==> config.mk <==
export PLATFORM = sky130hd
export DESIGN_NAME = iq_shift_hop_scheduler
export DESIGN_NICKNAME = d
export VERILOG_FILES = /design/src/rtl/iq_shift_hop_scheduler.sv
export SDC_FILE = /design/constraint.sdc
export NUM_CORES = 1
export LEC_CHECK = 0
export ABC_CLOCK_PERIOD_IN_PS = 4200
export BUFFER_PORTS_ARGS = -buffer_cell sky130_fd_sc_hd__buf_4
export CAP_MARGIN = 20
export CORE_UTILIZATION = 42
export DETAILED_ROUTE_END_ITERATION = 8
export SETUP_SLACK_MARGIN = 0.4
export SYNTH_ARGS = -nofsm -noshare
export SYNTH_HDL_FRONTEND = slang
export SYNTH_SLANG_ARGS = --single-unit
==> constraint.sdc <==
create_clock -name clock -period 4.2 [get_ports clock]
set_input_delay 0.84 -clock clock [delete_from_list [all_inputs] [get_ports clock]]
set_output_delay 0.84 -clock clock [all_outputs]
set_load 0.01 [all_outputs]
==> src/rtl/iq_shift_hop_scheduler.sv <==
// -----------------------------------------------------------------------------
// iq_shift_hop_scheduler
//
// Frequency-hop scheduler for the IQ frequency-shift datapath. It walks a
// programmable table of (phase increment, dwell) entries and drives the
// shifter's phase-increment input. After each retune it holds data_valid low
// for the shifter's pipeline flush time, then holds the tone for the
// programmed dwell with data_valid high.
//
// Ports:
//   clock          : single rising-edge clock
//   resetn         : asynchronous active-low reset
//   cfg_wr_en      : table write strobe (one entry per cycle, allowed while busy)
//   cfg_wr_addr    : table entry index written
//   cfg_wr_inc     : phase increment for that entry
//   cfg_wr_dwell   : dwell in clocks for that entry (0 behaves as 1)
//   cfg_num_slots  : active entry count, sampled on accepted start (clamped)
//   cfg_loop       : 1 = repeat table forever, sampled on accepted start
//   start          : begin sequence (level-sampled, ignored while busy)
//   stop           : abort sequence (level-sampled, wins over start)
//   dds_phase_inc  : registered phase increment to the shifter
//   data_valid     : shifter output settled on the current tone
//   hop_strobe     : one-cycle pulse coincident with each dds_phase_inc update
//   cur_slot       : table slot currently applied
//   busy           : sequence active
//   done           : one-cycle pulse at normal (non-looping) completion
// -----------------------------------------------------------------------------
module iq_shift_hop_scheduler #(
    parameter int NUM_SLOTS    = 8,
    parameter int DWELL_WIDTH  = 24,
    parameter int FLUSH_CYCLES = 12,
    parameter int SLOT_W       = $clog2(NUM_SLOTS)
) (
    input  logic                   clock,
    input  logic                   resetn,
    input  logic                   cfg_wr_en,
    input  logic [SLOT_W-1:0]      cfg_wr_addr,
    input  logic [15:0]            cfg_wr_inc,
    input  logic [DWELL_WIDTH-1:0] cfg_wr_dwell,
    input  logic [SLOT_W:0]        cfg_num_slots,
    input  logic                   cfg_loop,
    input  logic                   start,
    input  logic                   stop,
    output logic [15:0]            dds_phase_inc,
    output logic                   data_valid,
    output logic                   hop_strobe,
    output logic [SLOT_W-1:0]      cur_slot,
    output logic                   busy,
    output logic                   done
);

    // The flush counter only ever holds FLUSH_CYCLES-1 down to 0.
    localparam int FLUSH_W = (FLUSH_CYCLES > 1) ? $clog2(FLUSH_CYCLES) : 1;
    localparam logic [FLUSH_W-1:0] FLUSH_LOAD = FLUSH_W'(FLUSH_CYCLES - 1);

    typedef enum logic [1:0] {
        S_IDLE,
        S_LOAD,
        S_FLUSH,
        S_DWELL
    } state_t;

    // Out-of-range slot counts are folded into 1..NUM_SLOTS when latched.
    function automatic logic [SLOT_W:0] clamp_slots(input logic [SLOT_W:0] n);
        if (n == '0)
            return (SLOT_W+1)'(1);
        else if (n > (SLOT_W+1)'(NUM_SLOTS))
            return (SLOT_W+1)'(NUM_SLOTS);
        else
            return n;
    endfunction

    // Counter reload for a dwell of d clocks; a dwell of 0 behaves as 1.
    function automatic logic [DWELL_WIDTH-1:0] dwell_reload(input logic [DWELL_WIDTH-1:0] d);
        if (d == '0)
            return '0;
        else
            return d - DWELL_WIDTH'(1);
    endfunction

    // Hop table
    logic [15:0]            inc_tbl   [NUM_SLOTS];
    logic [DWELL_WIDTH-1:0] dwell_tbl [NUM_SLOTS];

    state_t                 state, state_nxt;
    logic [SLOT_W:0]        num_act, num_act_nxt;
    logic                   loop_en, loop_en_nxt;
    logic [SLOT_W-1:0]      slot, slot_nxt;
    logic [FLUSH_W-1:0]     flush_cnt, flush_cnt_nxt;
    logic [DWELL_WIDTH-1:0] dwell_cnt, dwell_cnt_nxt;
    logic [15:0]            inc_nxt;
    logic                   valid_nxt, strobe_nxt, busy_nxt, done_nxt;
    logic [SLOT_W-1:0]      cur_slot_nxt;
    logic                   last_slot;
    logic                   abort;

    // Reads are combinational from the current array contents, so a write to
    // the same entry on the same edge is not seen until the following cycle.
    always_ff @(posedge clock or negedge resetn) begin
        if (!resetn) begin
            for (int i = 0; i < NUM_SLOTS; i++) begin
                inc_tbl[i]   <= '0;
                dwell_tbl[i] <= DWELL_WIDTH'(1);
            end
        end else if (cfg_wr_en) begin
            inc_tbl[cfg_wr_addr]   <= cfg_wr_inc;
            dwell_tbl[cfg_wr_addr] <= cfg_wr_dwell;
        end
    end

    assign last_slot = ({1'b0, slot} == (num_act - (SLOT_W+1)'(1)));
    assign abort     = stop && (state != S_IDLE);

    // State register
    always_ff @(posedge clock or negedge resetn) begin
        if (!resetn)
            state <= S_IDLE;
        else
            state <= state_nxt;
    end

    // Next-state logic
    always_comb begin
        state_nxt = state;
        case (state)
            S_IDLE:  if (start && !stop) state_nxt = S_LOAD;
            S_LOAD:  state_nxt = S_FLUSH;
            S_FLUSH: if (flush_cnt == '0) state_nxt = S_DWELL;
            S_DWELL: begin
                if (dwell_cnt == '0)
                    state_nxt = (last_slot && !loop_en) ? S_IDLE : S_LOAD;
            end
            default: state_nxt = S_IDLE;
        endcase
        if (abort)
            state_nxt = S_IDLE;
    end

    // Output / datapath next values
    always_comb begin
        num_act_nxt   = num_act;
        loop_en_nxt   = loop_en;
        slot_nxt      = slot;
        flush_cnt_nxt = flush_cnt;
        dwell_cnt_nxt = dwell_cnt;
        inc_nxt       = dds_phase_inc;
        cur_slot_nxt  = cur_slot;
        valid_nxt     = data_valid;
        busy_nxt      = busy;
        strobe_nxt    = 1'b0;
        done_nxt      = 1'b0;

        case (state)
            S_IDLE: begin
                if (start && !stop) begin
                    num_act_nxt = clamp_slots(cfg_num_slots);
                    loop_en_nxt = cfg_loop;
                    slot_nxt    = '0;
                    busy_nxt    = 1'b1;
                end
            end
            S_LOAD: begin
                inc_nxt       = inc_tbl[slot];
                cur_slot_nxt  = slot;
                strobe_nxt    = 1'b1;
                flush_cnt_nxt = FLUSH_LOAD;
            end
            S_FLUSH: begin
                if (flush_cnt == '0) begin
                    valid_nxt     = 1'b1;
                    dwell_cnt_nxt = dwell_reload(dwell_tbl[slot]);
                end else begin
                    flush_cnt_nxt = flush_cnt - FLUSH_W'(1);
                end
            end
            S_DWELL: begin
                if (dwell_cnt == '0) begin
                    valid_nxt = 1'b0;
                    if (!last_slot) begin
                        slot_nxt = slot + SLOT_W'(1);
                    end else if (loop_en) begin
                        slot_nxt = '0;
                    end else begin
                        busy_nxt = 1'b0;
                        done_nxt = 1'b1;
                    end
                end else begin
                    dwell_cnt_nxt = dwell_cnt - DWELL_WIDTH'(1);
                end
            end
            default: ;
        endcase

        // Abort leaves the applied tone and slot where they are.
        if (abort) begin
            inc_nxt      = dds_phase_inc;
            cur_slot_nxt = cur_slot;
            strobe_nxt   = 1'b0;
            valid_nxt    = 1'b0;
            busy_nxt     = 1'b0;
            done_nxt     = 1'b0;
        end
    end

    always_ff @(posedge clock or negedge resetn) begin
        if (!resetn) begin
            num_act       <= '0;
            loop_en       <= 1'b0;
            slot          <= '0;
            flush_cnt     <= '0;
            dwell_cnt     <= '0;
            dds_phase_inc <= '0;
            cur_slot      <= '0;
            data_valid    <= 1'b0;
            hop_strobe    <= 1'b0;
            busy          <= 1'b0;
            done          <= 1'b0;
        end else begin
            num_act       <= num_act_nxt;
            loop_en       <= loop_en_nxt;
            slot          <= slot_nxt;
            flush_cnt     <= flush_cnt_nxt;
            dwell_cnt     <= dwell_cnt_nxt;
            dds_phase_inc <= inc_nxt;
            cur_slot      <= cur_slot_nxt;
            data_valid    <= valid_nxt;
            hop_strobe    <= strobe_nxt;
            busy          <= busy_nxt;
            done          <= done_nxt;
        end
    end

endmodule

==> flow_summary.yaml <==
yosys:
  synth_cell_types: 62
  syn_avg_cell_area_um2: 14.1
  synth_area_um2: 18000
  synth_edf_count: 0
  seq_area_frac_synth_pct: 53.1
  synthCells: 1274
  yosysWarnings: 0
  netlist.area_leader.share_pct: 52.0
  yosys.cell_count.top_type: "dfrtp_1"
  synth_commonest_cells: "373 x dfrtp_1, 329 x mux2_2, 72 x mux4_2"
  synth_nets: 1338
  synth_top_cell_by_area: "dfrtp_1"
  ys_ff_latch: 381
  synth_area_leaders: "dfrtp_1 52%, mux2_2 21%, mux4_2 9.0%, mux2i_1 2.1%, nor2_1 1.2%"
  synth_ff_type: "dfrtp_1"
  postSynth.asyncResetShare_pct: 100
timing:
  timing.final.crit_share_pct: 80.6
  tns_ns: 0
  report.final.setup_viol: 0
  slew_headroom_pct: 38.8
  whs_ns: 0.234
  maxSlewViolCount: 0
  skew_ns: 0.0312
  finalHoldViolCount: 0
  tightestPinTransition_ns: 0.910
  min_period_ns: 3.39
  max_freq_ghz: 0.295
  grt_setup_unrepaired: "false"
clock_network:
  cts_root_buffer: "clkbuf_16"
  post-cts-setup-buffers: 0
  cts_tree: "yes"
  htree_num_levels: 2
  holdBufCountCts: 0
  clk_path_buf_depth: 3
  cts.repair.resized: 0
  numCtsBuffers: 42
  cts_sinks: 381
  clk_latency_ns: 0.57
  cts.reportedPaths.clkPinSlew_ns: 0.06
critical_path:
  critPathMostFrequentCell: "inv_1"
  critPathSlowestCell: "dfrtp_4"
  r2r_cells: 11
  cp_cell_sequence: "buf_4 > mux2i_1 > mux2_2 > a21oi_1 > inv_1 > ha_1 > inv_1 > or4_1 > nor2_1 > xor2_1 > o221ai_2"
  crit_type: "reg2reg"
  max_stage_delay_ns: 0.67
  crit_path_start_kind: "register"
  cp_max_fo: 19
  critPathArrivalTime_ns: 3.81
  endpoint_kind: "register"
  cp_data_required_time_ns: 4.63
grt:
  grt_pass1_wl_um: 66600
  grt-ovfl-total: 0
  antenna_found_initial: 2
  gr-usage-all-layers_pct: 19.6
  grt_start_max_net_pins: 115
  first_global_vias: 11600
route:
  wl_met2_um: 18600
  route.detailed.drc: 0
  drtAntennaViolNets: 0
  wire_per_inst_um: 21.2
  wl_met1_um: 19700
  wl_um: 40800
  vias: 10900
  dr.pass1.iters: 4
  top_layer: "met5"
  dr_wl_met3_um: 1560
  routed_via_density: 5.64
  drt-initial-drc-count: 558
floorplanning:
  initial_utilization_pct: 42.7
  io_pins: 76
  rows: 75
  coreArea_um2: 42000
  die_h_um: 209
  fp.dieW_um: 209
  dieArea_um2: 43600
power:
  leakage_nw: 8.42
  ir_worst_vdd_uv: 259
  p_per_area_nw_per_um2: 633
flow_run:
  max_cap_violations: 0
placed_design:
  dpl.hpwl_um: 24200
  io_buffers: 75
  place_congestion: 0.812
cells_and_area:
  syn2layout_area_growth_pct: 14.1
  fill_cells: 3686
  nets: 1416
  drive_gt1_share_pct: 43.8
  post-route-util_pct: 48.8
  multi_input_area_um2: 8040
  seq_area_um2: 9560
min_path:
  hp-class: "in2async"
run_status:
  status: "completed"
[state kept, by name, summed over array words and instances (netlist names)]
signal / count
loop_en: 1
dds_phase_inc: 16
inc_tbl: 128
slot: 3
done: 1
num_act: 4
dwell_cnt: 24
busy: 1
data_valid: 1
dwell_tbl: 192
state: 2
flush_cnt: 4
cur_slot: 3
hop_strobe: 1
[stage by stage]
step | power [W] | setup slack (ns) | instances | instance area [um^2]
6_report | 0.0130 | 0.815 | 1925 | 20500
5_1_grt | 0.0138 | 0.540 | 1925 | 20500
4_1_cts | 0.0131 | 0.498 | 1923 | 20500
3_5_place_dp | 0.00950 | 0.527 | 1846 | 19200
3_3_place_gp | 0.00937 | 0.606 | 1846 | 19200
2_1_floorplan | 0.00825 | 0.695 | 1274 | 18000
[cells in the final DEF (no fill, tap or decap), drive strengths merged, types with 2 or more instances in the layout]
cell	netlist	layout
nand4b	4	4
o211ai	6	6
a31oi	3	3
and3	2	2
buf	45	106
nand2	42	42
nand2b	11	11
a21oi	40	40
clkbuf	27	63
o31ai	5	5
ha	11	11
dfstp	8	8
xnor2	19	19
nor2	58	58
o21ai	31	31
or2	5	5
nor3	16	16
a22oi	4	4
o41ai	3	3
or3	4	4
o22ai	6	6
dfrtp	373	373
clkinv	1	12
inv	17	19
mux2	336	336
o221ai	12	12
nor4	4	4
nand4	15	15
xor2	8	8
nand3	11	11
a21o	4	4
and2	4	4
nor2b	3	3
mux4	72	72
or4	6	6
mux2i	42	42
nor3b	5	5
[logic make-up (layout without fill, tap and decap cells)]
group                      count (synthesis)  count (layout)  share of synthesized area, %
muxes                                    450             450                          32.6
DFF                                      381             381                          53.1
and+or+nand+nor                          195             195                          5.64
AOI/OAI and AO/OA                        120             120                          4.28
buffers and inverters                     90             201                          2.26
xor gates and xnor gates                  27              27                          1.32
adders and majority gates                 11              11                         0.766
other                                      0               1                             0
[metal layers]
layer,track usage (%),vias to the layer above
met5,0,-
met4,5.88,2
met3,3.13,54
met2,30.0,171
met1,28.6,5742
li1,-,4888
[critical path, delay by kind of cell (launching register included)]
| family | cells | cell delay (ns) |
|---|---|---|
| and+or+nand+nor | 2 | 0.74 |
| DFF | 1 | 0.67 |
| buffers and inverters | 3 | 0.66 |
| muxes | 2 | 0.48 |
| adders and majority gates | 1 | 0.33 |
| AOI/OAI and AO/OA | 2 | 0.19 |
| xor gates and xnor gates | 1 | 0.19 |
[power by group]
part	switching (W)	internal [W]	leakage, nW
Combinational	0.00200	0.00211	3.19
Clock	0.00149	0.00206	0.660
Sequential	0.000681	0.00464	4.57
Total	0.00418	0.00880	8.42
[final cells by class]
class | count | share of cell area, %
Sequential cell | 381 | 46.6
Multi-Input combinational cell | 803 | 39.2
Clock buffer | 63 | 5.90
Timing Repair Buffer | 106 | 4.10
Tap cell | 539 | 3.29
Clock inverter | 14 | 0.555
Inverter | 18 | 0.330
Antenna cell | 1 | 0.0122
[worst paths after layout]
path,startpoint,end,slack [ns]
setup reg to reg,slot[0],dwell_cnt[12],0.81
hold / removal,resetn,dwell_tbl[70],0.23
max in group asynchronous,resetn,inc_tbl[71],2.81
setup / recovery,slot[0],dwell_cnt[12],0.81
hold reg to reg,flush_cnt[0],flush_cnt[0],0.48
min in group clock,flush_cnt[0],flush_cnt[0],0.48
Note: power is estimated with default switching activity, not from simulation.
